File: src/rtl/latch_write_sequencer.sv
// latch_write_sequencer: drives a transparent-latch bank with a setup -> gate -> hold
// write sequence so the shared D bus is stable whenever any gate is open.
module latch_write_sequencer #(
    parameter int DATA_W    = 8,
    parameter int NUM_LATCH = 4,
    parameter int ADDR_W    = 2,
    parameter int SETUP_CYC = 1,
    parameter int PULSE_CYC = 2,
    parameter int HOLD_CYC  = 1
) (
    input  logic                 clk,
    input  logic                 rst_n,
    input  logic                 req_valid,
    output logic                 req_ready,
    input  logic [ADDR_W-1:0]    req_addr,
    input  logic [DATA_W-1:0]    req_data,
    output logic [DATA_W-1:0]    lat_d,
    output logic [NUM_LATCH-1:0] lat_g,
    output logic                 busy,
    output logic                 wr_done,
    output logic                 addr_err
);
    typedef enum logic [1:0] {IDLE, SETUP, GATE, HOLD} state_t;
    localparam logic [ADDR_W:0] NL = (ADDR_W+1)'(NUM_LATCH);
    state_t            state;
    logic [3:0]        cnt;
    logic [ADDR_W-1:0] addr_q;
    // The counter holds remaining cycles minus one, so a state exits when it reads zero.
    always_ff @(posedge clk or negedge rst_n) begin
        if (!rst_n) begin
            state     <= IDLE;
            cnt       <= '0;
            addr_q    <= '0;
            lat_d     <= '0;
            lat_g     <= '0;
            req_ready <= 1'b0;
            busy      <= 1'b0;
            wr_done   <= 1'b0;
            addr_err  <= 1'b0;
        end else begin
            wr_done  <= 1'b0;
            addr_err <= 1'b0;
            case (state)
                IDLE: begin
                    req_ready <= 1'b1;
                    if (req_valid && req_ready) begin
                        if ({1'b0, req_addr} >= NL) begin
                            addr_err <= 1'b1;
                        end else begin
                            addr_q    <= req_addr;
                            lat_d     <= req_data;
                            req_ready <= 1'b0;
                            busy      <= 1'b1;
                            if (SETUP_CYC > 0) begin
                                state <= SETUP;
                                cnt   <= 4'(SETUP_CYC - 1);
                            end else begin
                                state <= GATE;
                                cnt   <= 4'(PULSE_CYC - 1);
                                lat_g <= NUM_LATCH'(1) << req_addr;
                            end
                        end
                    end
                end
                SETUP: begin
                    cnt <= cnt - 4'd1;
                    if (cnt == 4'd0) begin
                        state <= GATE;
                        cnt   <= 4'(PULSE_CYC - 1);
                        lat_g <= NUM_LATCH'(1) << addr_q;
                    end
                end
                GATE: begin
                    cnt <= cnt - 4'd1;
                    if (cnt == 4'd0) begin
                        lat_g <= '0;
                        if (HOLD_CYC > 0) begin
                            state <= HOLD;
                            cnt   <= 4'(HOLD_CYC - 1);
                        end else begin
                            state     <= IDLE;
                            busy      <= 1'b0;
                            req_ready <= 1'b1;
                            wr_done   <= 1'b1;
                        end
                    end
                end
                HOLD: begin
                    cnt <= cnt - 4'd1;
                    if (cnt == 4'd0) begin
                        state     <= IDLE;
                        busy      <= 1'b0;
                        req_ready <= 1'b1;
                        wr_done   <= 1'b1;
                    end
                end
                default: state <= IDLE;
            endcase
        end
    end
endmodule

File: config.mk
export PLATFORM = sky130hd
export DESIGN_NAME = latch_write_sequencer
export DESIGN_NICKNAME = d
export VERILOG_FILES = /design/src/rtl/latch_write_sequencer.sv
export SDC_FILE = /design/constraint.sdc
export NUM_CORES = 1
export LEC_CHECK = 0
export BUFFER_PORTS_ARGS = -buffer_cell sky130_fd_sc_hd__clkbuf_2
export CAP_MARGIN = 20
export CELL_PAD_IN_SITES_DETAIL_PLACEMENT = 1
export CELL_PAD_IN_SITES_GLOBAL_PLACEMENT = 2
export CORE_MARGIN = 2
export CORE_UTILIZATION = 31
export CTS_BUF_LIST = sky130_fd_sc_hd__clkbuf_4 sky130_fd_sc_hd__clkbuf_8
export CTS_CLUSTER_SIZE = 14
export DETAILED_ROUTE_END_ITERATION = 12
export PLACE_DENSITY_LB_ADDON = 0.1
export SYNTH_ARGS = -nofsm -noshare
export SYNTH_HDL_FRONTEND = slang
export SYNTH_SLANG_ARGS = --single-unit
File: constraint.sdc
create_clock -name clk -period 1.7 [get_ports clk]
set_input_delay 0.425 -clock clk [delete_from_list [all_inputs] [get_ports clk]]
set_output_delay 0.425 -clock clk [all_outputs]
set_load 0.01 [all_outputs]
==> results of run 1 <==
-- worst max-delay path, stage by stage, from the launching register on --
cell     delay [ns]
dfrtp_1        0.44
inv_2          0.10
ha_4           0.13
or3b_4         0.41
a21o_1         0.22
mux2_4         0.29
-- metal layers --
layer	up-vias	wire (microns)	share of wire, %	track usage [%]
met2	24	1310	53	24.2
met5	-	0	0	0
li1	421	-	-	-
met3	6	116	4.7	3.70
met1	438	987	40	15.2
met4	0	63	2.5	5.71
-- cell usage in the layout, fill, tap and decap left out, types with 2 or more instances in the layout --
master	netlist	final
buf_4	1	12
clkbuf_2	0	27
clkbuf_4	0	3
dfrtp_1	23	23
ha_1	6	3
ha_2	0	2
inv_1	6	2
inv_2	0	4
mux2_2	10	10
nand2_1	6	6
nand3_1	3	3
nor2_1	5	5
nor3_1	2	2
o211ai_1	3	3
o21ai_0	11	10
-- what timing repair did --
action,CTS,global route
setup endpoints to repair,5,11
pin swaps,1,2
setup buffers,1,3
endpoints found under the hold margin,0,0
resized for setup,1,11
cloned,0,0
-- kinds of logic after synthesis --
| kind of cell | count (synthesis) | synth area share (%) |
|---|---|---|
| AND/OR/NAND/NOR | 24 | 11.9 |
| flip-flops | 23 | 52.0 |
| AO/OA/AOI/OAI | 21 | 12.4 |
| multiplexers | 12 | 12.4 |
| buffers and inverters | 9 | 4.18 |
| adder cells (fa/ha/maj) | 6 | 6.78 |
| other | 1 | 0.339 |
-- area by class of cell --
cell class	count	area share, %
inverters	6	1.56
well taps	46	4.00
repair buffers	40	16.4
multi-input cells	64	36.0
clock buffers	3	1.56
flip-flops and latches	23	40.0
clock inverters	1	0.521
-- flip-flops by register name, indices dropped and copies added, names as in the netlist --
| name | count |
|---|---|
| busy | 1 |
| wr_done | 1 |
| req_ready | 1 |
| lat_d | 8 |
| lat_g | 4 |
| state | 2 |
| cnt | 4 |
| addr_q | 2 |
-- per-stage QoR --
stage | instance area [sq um] | std cells | util (%)
3_3_place_gp | 1350 | 175 | 39.7
4_1_cts | 1390 | 180 | 40.9
2_1_floorplan | 1110 | 96 | -
5_1_grt | 1440 | 183 | 42.5
3_5_place_dp | 1350 | 175 | 39.7
6_report | 1440 | 183 | 42.5
-- power groups by stage --
stage | Sequential, uW | Combinational [uW] | Clock, uW
after CTS | 953 | 1480 | 280
after floorplan | 1000 | 857 | 0
final | 958 | 1610 | 261
after global routing | 997 | 1810 | 300
after global placement | 947 | 1390 | 0
after detailed placement | 964 | 1430 | 0
-- path summary, 6_finish.rpt --
kind,from,endpoint,slack (ns)
worst max-delay path,cnt[0]$_DFFE_PN0P_,state[1]$_DFFE_PN0P_,-0.004
worst min-delay path,rst_n,wr_done$_DFF_PN0_,0.07
worst max register to register,cnt[0]$_DFFE_PN0P_,state[1]$_DFFE_PN0P_,-0.004
worst min register to register,lat_g[2]$_DFFE_PN0P_,lat_g[2]$_DFFE_PN0P_,0.51
max in group asynchronous,rst_n,cnt[3]$_DFFE_PN0P_,1.25
min in group clk,req_data[4],lat_d[4]$_DFFE_PN0P_,0.32
==> key figures, run 1 <==
Clock network
  – Root Driver: clkbuf_4
  – H-tree depth: 1
  – Clock sinks: 23
  – Num CTS Buffers: 3
  – Skew-Pair Late Insertion Delay: ~0.32 ns
  – CTS tree: built
  – Clk slew on worst S/H paths: roughly 0.13 ns
  – CTS Buffer Depth: 2
  – Post-CTS Hold Fix Bufs: 0

Worst setup path
  – Crit Path Class: reg2reg
  – Setup crit start kind: flop
  – Worst reg-to-reg path cell count: 5
  – CP Max Fanout: 5
  – Data arrival time of the worst path: approximately 1.9 ns
  – Critical Path End Type: flop
  – CP required: 1.91 ns

Yosys
  – Synth top area share: about half
  – Net count after synthesis: between 100 and 150
  – Dominant synthesized flop cell: dfrtp_1
  – Post-synth top cells: dfrtp_1, o21ai_0, mux2_2
  – Mean cell area of the mapped netlist: 11.5 sq um
  – Synthesized flop and latch total: 23
  – Fraction of registers with async set/reset: 100%
  – Count leader, synth: dfrtp_1
  – Post-Syn Area: 1110 sq um
  – Synth warn: 0
  – Netlist cell types: 31
  – Number of flops mapped to enable cells by yosys: 0
  – Register area share after synthesis: just over 50%
  – Cells after synthesis: 96
  – Top cells by area, synth: dfrtp_1, mux2_2, ha_1
  – Largest area contributor in the netlist: dfrtp_1

Drt
  – WL per Instance: 13.5 microns
  – Via count: 889
  – Via-to-Cell Ratio: between 4 and 5
  – Overall routed net length: 2480 microns
  – DRT antenna net count: 0
  – Drt initial violations: 6
  – Initial DRT Pass Iterations: 4
  – DRC Markers: 0

Cells and area
  – Multi-input logic area: between 500 and 600 sq um
  – # nets final: roughly 160
  – Inserted Diodes: 0
  – FILL cells: ~380
  – Area Overhead vs Synth: 30.1%
  – Register area: about 580 sq um
  – Share of layout cells above drive strength 1: 48.9%

Placed design
  – Placer congestion estimate: slightly below 0.8
  – Port bufs: 27
  – Detail Placement HPWL: approximately 1900 microns
  – Dpl ws: -0.0168 ns

Power and ir drop
  – Internal Power: roughly 1700 uW
  – PnR Total Power: roughly 2800 uW
  – Flop pwr share: ~34%
  – VDD IR max: roughly 0.78 mV
  – Pwr dens: approximately 2000 nW/um^2
  – Sw Share: about two fifths
  – LEAKAGE: around 0.00068 uW
  – P_sw: 1110 uW
  – Power share of the combinational group: a little under three fifths
  – Clock power frac: about 9.2%

GRT
  – Largest net degree at the start of global routing: 24
  – Final global-route overflow total: 0
  – All-layer global routing usage: 13.6%
  – Vias in the first global route: 933
  – Initial antenna violation count: 0
  – First-pass GRT wire length: between 4000 and 5000 microns

Die
  – Die height: approximately 64 microns
  – Starting Density: 32.7%
  – IO Pins: 29
  – Die W: roughly 64 microns
  – DIE AREA: 4070 sq um
  – Core area: roughly 3400 sq um
  – Placement Rows: 21

Outcome
  – Failing checks: negative setup slack
  – Outcome: finished with violations

Timing
  – Fmax: between 500 and 600 MHz
  – Period Utilization, post-route: 100%
  – Slew Limit Headroom: between 60% and 70%
  – Final min period: around 1.7 ns
  – Final setup fails: 1
  – Slew Viols, Final: 0
  – Worst-margin pin slew: approximately 0.57 ns
  – Hold WS: roughly 0.073 ns
  – Setup TNS: -0.00448 ns
  – Final Skew: between 0.01 and 0.015 ns
  – Worst setup margin: -0.00448 ns
  – Hold Vio Cnt, Final: 0
  – Unrepaired setup endpoints after global routing: yes

Min path
  – Min-Delay Path Class: in2async

Flow run
  – Max Cap Viol: 0
No activity file was read; power rests on OpenSTA's default activity.
==> run 2, diff against run 1 <==
- SETUP_SLACK_MARGIN: default -> 0.3
==> run 2 against run 1 <==
The flow now finishes without violations. Sequential power rose by 3.2%. Hold slack about the same. Fmax is 2.2% higher. First-iteration DRC count grew to 5.3 times the previous value. Design area grew 14%. Cell count grew 6.0%. Combinational power increased by 30%. Flip-flop and latch count is the same. Clock power rose by 8.0%. Sequential share of layout area is 4.7 points lower. Count of clock-buffer cells in the layout increased by 1. Via count is 4.5% higher. Largest power group unchanged.
==> key figures, run 2 (synthesis results as in run 1) <==
Power and ir drop
  – LEAKAGE: 0.000763 uW (+12%)
  – Internal Power: 2010 uW (+17%)
  – VDD IR max: 0.888 mV (+14%)
  – Pwr dens: 2050 nW/um^2 (+4.3%)
  – Flop pwr share: 29.4% (-4.5 points)
  – Clock power frac: 8.4% (-0.8 points)
  – Power share of the combinational group: 62.2% (+5.3 points)
  – P_sw: 1350 uW (+22%)
  – Sw Share: 40.1% (+0.95 points)

Outcome
  – Outcome: finished clean

Drt
  – WL met3: 112 microns (-3.4%)
  – DRT antenna net count: 0 (unchanged)
  – Drt initial violations: 32 (+26)
  – Overall routed net length: 3000 microns (+21%)
  – Post-Route M1 WL: 1310 microns (+33%)
  – Highest routed layer: met4
  – Via-to-Cell Ratio: 4.79 (-1.4%)
  – DRC Markers: 0 (unchanged)
  – Initial DRT Pass Iterations: 2 (-2)
  – Via count: 929 (+4.5%)
  – Wire length on met2: 1560 microns (+19%)
  – WL per Instance: 15.5 microns (+14%)

Timing
  – Final min period: 1.67 ns (-0.0368 ns)
  – Unrepaired setup endpoints after global routing: yes
  – Hold Vio Cnt, Final: 0 (unchanged)
  – Final Skew: 0.00912 ns (-0.000946 ns)
  – Final setup fails: 0 (-1)
  – Period Utilization, post-route: 98.1% (-2.2 points)
  – Fmax: 600 MHz (+2.2%)
  – Slew Viols, Final: 0 (unchanged)
  – Slew Limit Headroom: 61.2% (-0.66 points)
  – Setup TNS: 0 ns (+0.00448 ns)
  – Worst-margin pin slew: 0.583 ns (+0.00987 ns)
  – Worst setup margin: 0.0323 ns (+0.0368 ns)

Worst setup path
  – FF-to-FF Start: cnt[1]$_DFFE_PN0P_
  – Worst reg2reg endpoint: state[1]$_DFFE_PN0P_
  – Setup crit start kind: flop
  – Worst path cell trace: inv_2 > ha_4 > or3b_4 > a21o_1 > mux2_4
  – Peak per-stage delay on the critical path: 0.43 ns (about the same)
  – CP Max Fanout: 6 (+1)
  – CP required: 1.92 ns (about the same)
  – Critical Path End Type: flop
  – Worst reg-to-reg path cell count: 5 (unchanged)
  – Data arrival time of the worst path: 1.89 ns (-0.03 ns)
  – Flop2flop setup slack: 0.03 ns (+0.04 ns)
  – Crit Path Class: reg2reg
  – Crit-path slowest cell: dfrtp_1

Cells and area
  – Most common cell after layout, fill and taps aside: clkbuf_2
  – Largest Register: lat_d
  – Register area: 579 sq um (+0.65%)
  – Most frequent cells in the layout: clkbuf_2, dfrtp_1, buf_4
  – Share of layout cells above drive strength 1: 64.9% (+16 points)
  – FILL cells: 371 (-2.6%)
  – Multi-input logic area: 606 sq um (+17%)
  – # nets final: 168 (+7.0%)
  – Area Overhead vs Synth: 48.2%
  – Max reg flops: 8 (unchanged)
  – Post-route insts no fill: 194 (+6.0%)
  – Inserted Diodes: 0 (unchanged)
  – Largest registers: lat_d: 8 flops, cnt: 4 flops, lat_g: 4 flops
  – Finished Cell Area: 1640 sq um (+14%)

Flow run
  – Max Cap Viol: 0 (unchanged)

Clock network
  – Skew-Pair Late Insertion Delay: 0.32 ns (about the same)
  – Clock sinks: 23 (unchanged)
  – CTS Buffer Depth: 2 (unchanged)
  – H-tree depth: 1 (unchanged)
  – Num CTS Buffers: 3 (unchanged)
  – Post-CTS Hold Fix Bufs: 0 (unchanged)
  – Clk slew on worst S/H paths: 0.14 ns (about the same)
  – CTS tree: built
  – Root Driver: clkbuf_4

GRT
  – Vias in the first global route: 964 (+3.3%)
  – All-layer global routing usage: 15.1% (+1.5 points)
  – Largest net degree at the start of global routing: 24 (unchanged)
  – First-pass GRT wire length: 4710 microns (+11%)
  – Initial antenna violation count: 0 (unchanged)
  – Final global-route overflow total: 0 (unchanged)

Die
  – Core area: 3390 sq um (unchanged)
  – Die W: 63.8 microns (unchanged)
  – DIE AREA: 4070 sq um (unchanged)
  – IO Pins: 29 (unchanged)
  – Placement Rows: 21 (unchanged)
  – Starting Density: 32.7% (unchanged)
  – Die height: 63.8 microns (unchanged)

Placed design
  – Placed cell area: 1380 sq um (+2.4%)
  – Placed Cells: 176 (+0.57%)
  – Port bufs: 27 (unchanged)
  – Placer congestion estimate: 0.767 (-3.6%)
  – Dpl ws: -0.0122 ns (+0.00457 ns)
  – Detail Placement HPWL: 1960 microns (+4.8%)

Min path
  – Min-Delay Path Class: in2async
run 2: cell count changes in the layout (fill, tap and decap cells not counted), sizes merged:
cell / before / now
buf: 13 / 24
clkinvlp: 1 / 0
clkbuf: 30 / 31
run 2: worst max-delay path, delay by kind of cell (launching register included):
kind,cells,cell delay (ns)
buffers and inverters,1,0.09
adder cells (fa/ha/maj),1,0.12
multiplexers,1,0.29
AND/OR/NAND/NOR,1,0.43
AO/OA/AOI/OAI,1,0.21
flip-flops,1,0.43
run 2: per-layer routing:
metal | GRT usage (%) | vias to the layer above
li1 | - | 439
met1 | 19.2 | 469
met2 | 25.9 | 19
met3 | 3.17 | 2
met4 | 4.08 | 0
met5 | 0 | -
run 2: how the worst max path moves through the flow:
stage | from | to | slack (ns) | cells after the start
after floorplan | state[1]$_DFFE_PN0P_ | state[1]$_DFFE_PN0P_ | 0.05 | 5
after global placement | cnt[0]$_DFFE_PN0P_ | cnt[2]$_DFFE_PN0P_ | 0.04 | 5
after detailed placement | cnt[1]$_DFFE_PN0P_ | cnt[2]$_DFFE_PN0P_ | -0.01 | 5
after CTS | state[0]$_DFFE_PN0P_ | state[1]$_DFFE_PN0P_ | 0.07 | 5
after global routing | state[1]$_DFFE_PN0P_ | state[0]$_DFFE_PN0P_ | -0.03 | 6
final | cnt[1]$_DFFE_PN0P_ | state[1]$_DFFE_PN0P_ | 0.03 | 5
run 2: cell type report:
type	instances	share of cell area, %
Multi-Input combinational cell	64	36.9
Inverter	6	1.37
Clock buffer	4	1.83
Timing Repair Buffer	51	21.1
Sequential cell	23	35.3
Tap cell	46	3.51
run 2: repair_timing:
| action | 4_1_cts | 5_1_grt |
|---|---|---|
| setup buffers | 8 | 6 |
| cloned | 0 | 0 |
| pin swaps | 2 | 12 |
| endpoints found under the setup margin | 23 | 22 |
| gates resized for setup | 18 | 24 |
run 2: stage by stage:
stage | power [uW] | hold slack (ns) | utilization (%)
floorplan | 1900 | 0.129 | -
global placement | 2410 | 0.459 | 40.7
detailed placement | 2450 | 0.468 | 40.7
CTS | 3020 | 0.0954 | 44.5
global route | 3640 | 0.116 | 48.4
finish | 3360 | 0.0724 | 48.4
run 2: power by group through the flow:
stage / logic (uW) / clock network [uW] / registers [uW]
finish: 2090 / 282 / 989
global route: 2300 / 313 / 1030
CTS: 1770 / 294 / 964
detailed placement: 1490 / 0 / 966
global placement: 1460 / 0 / 953
floorplan: 888 / 0 / 1010
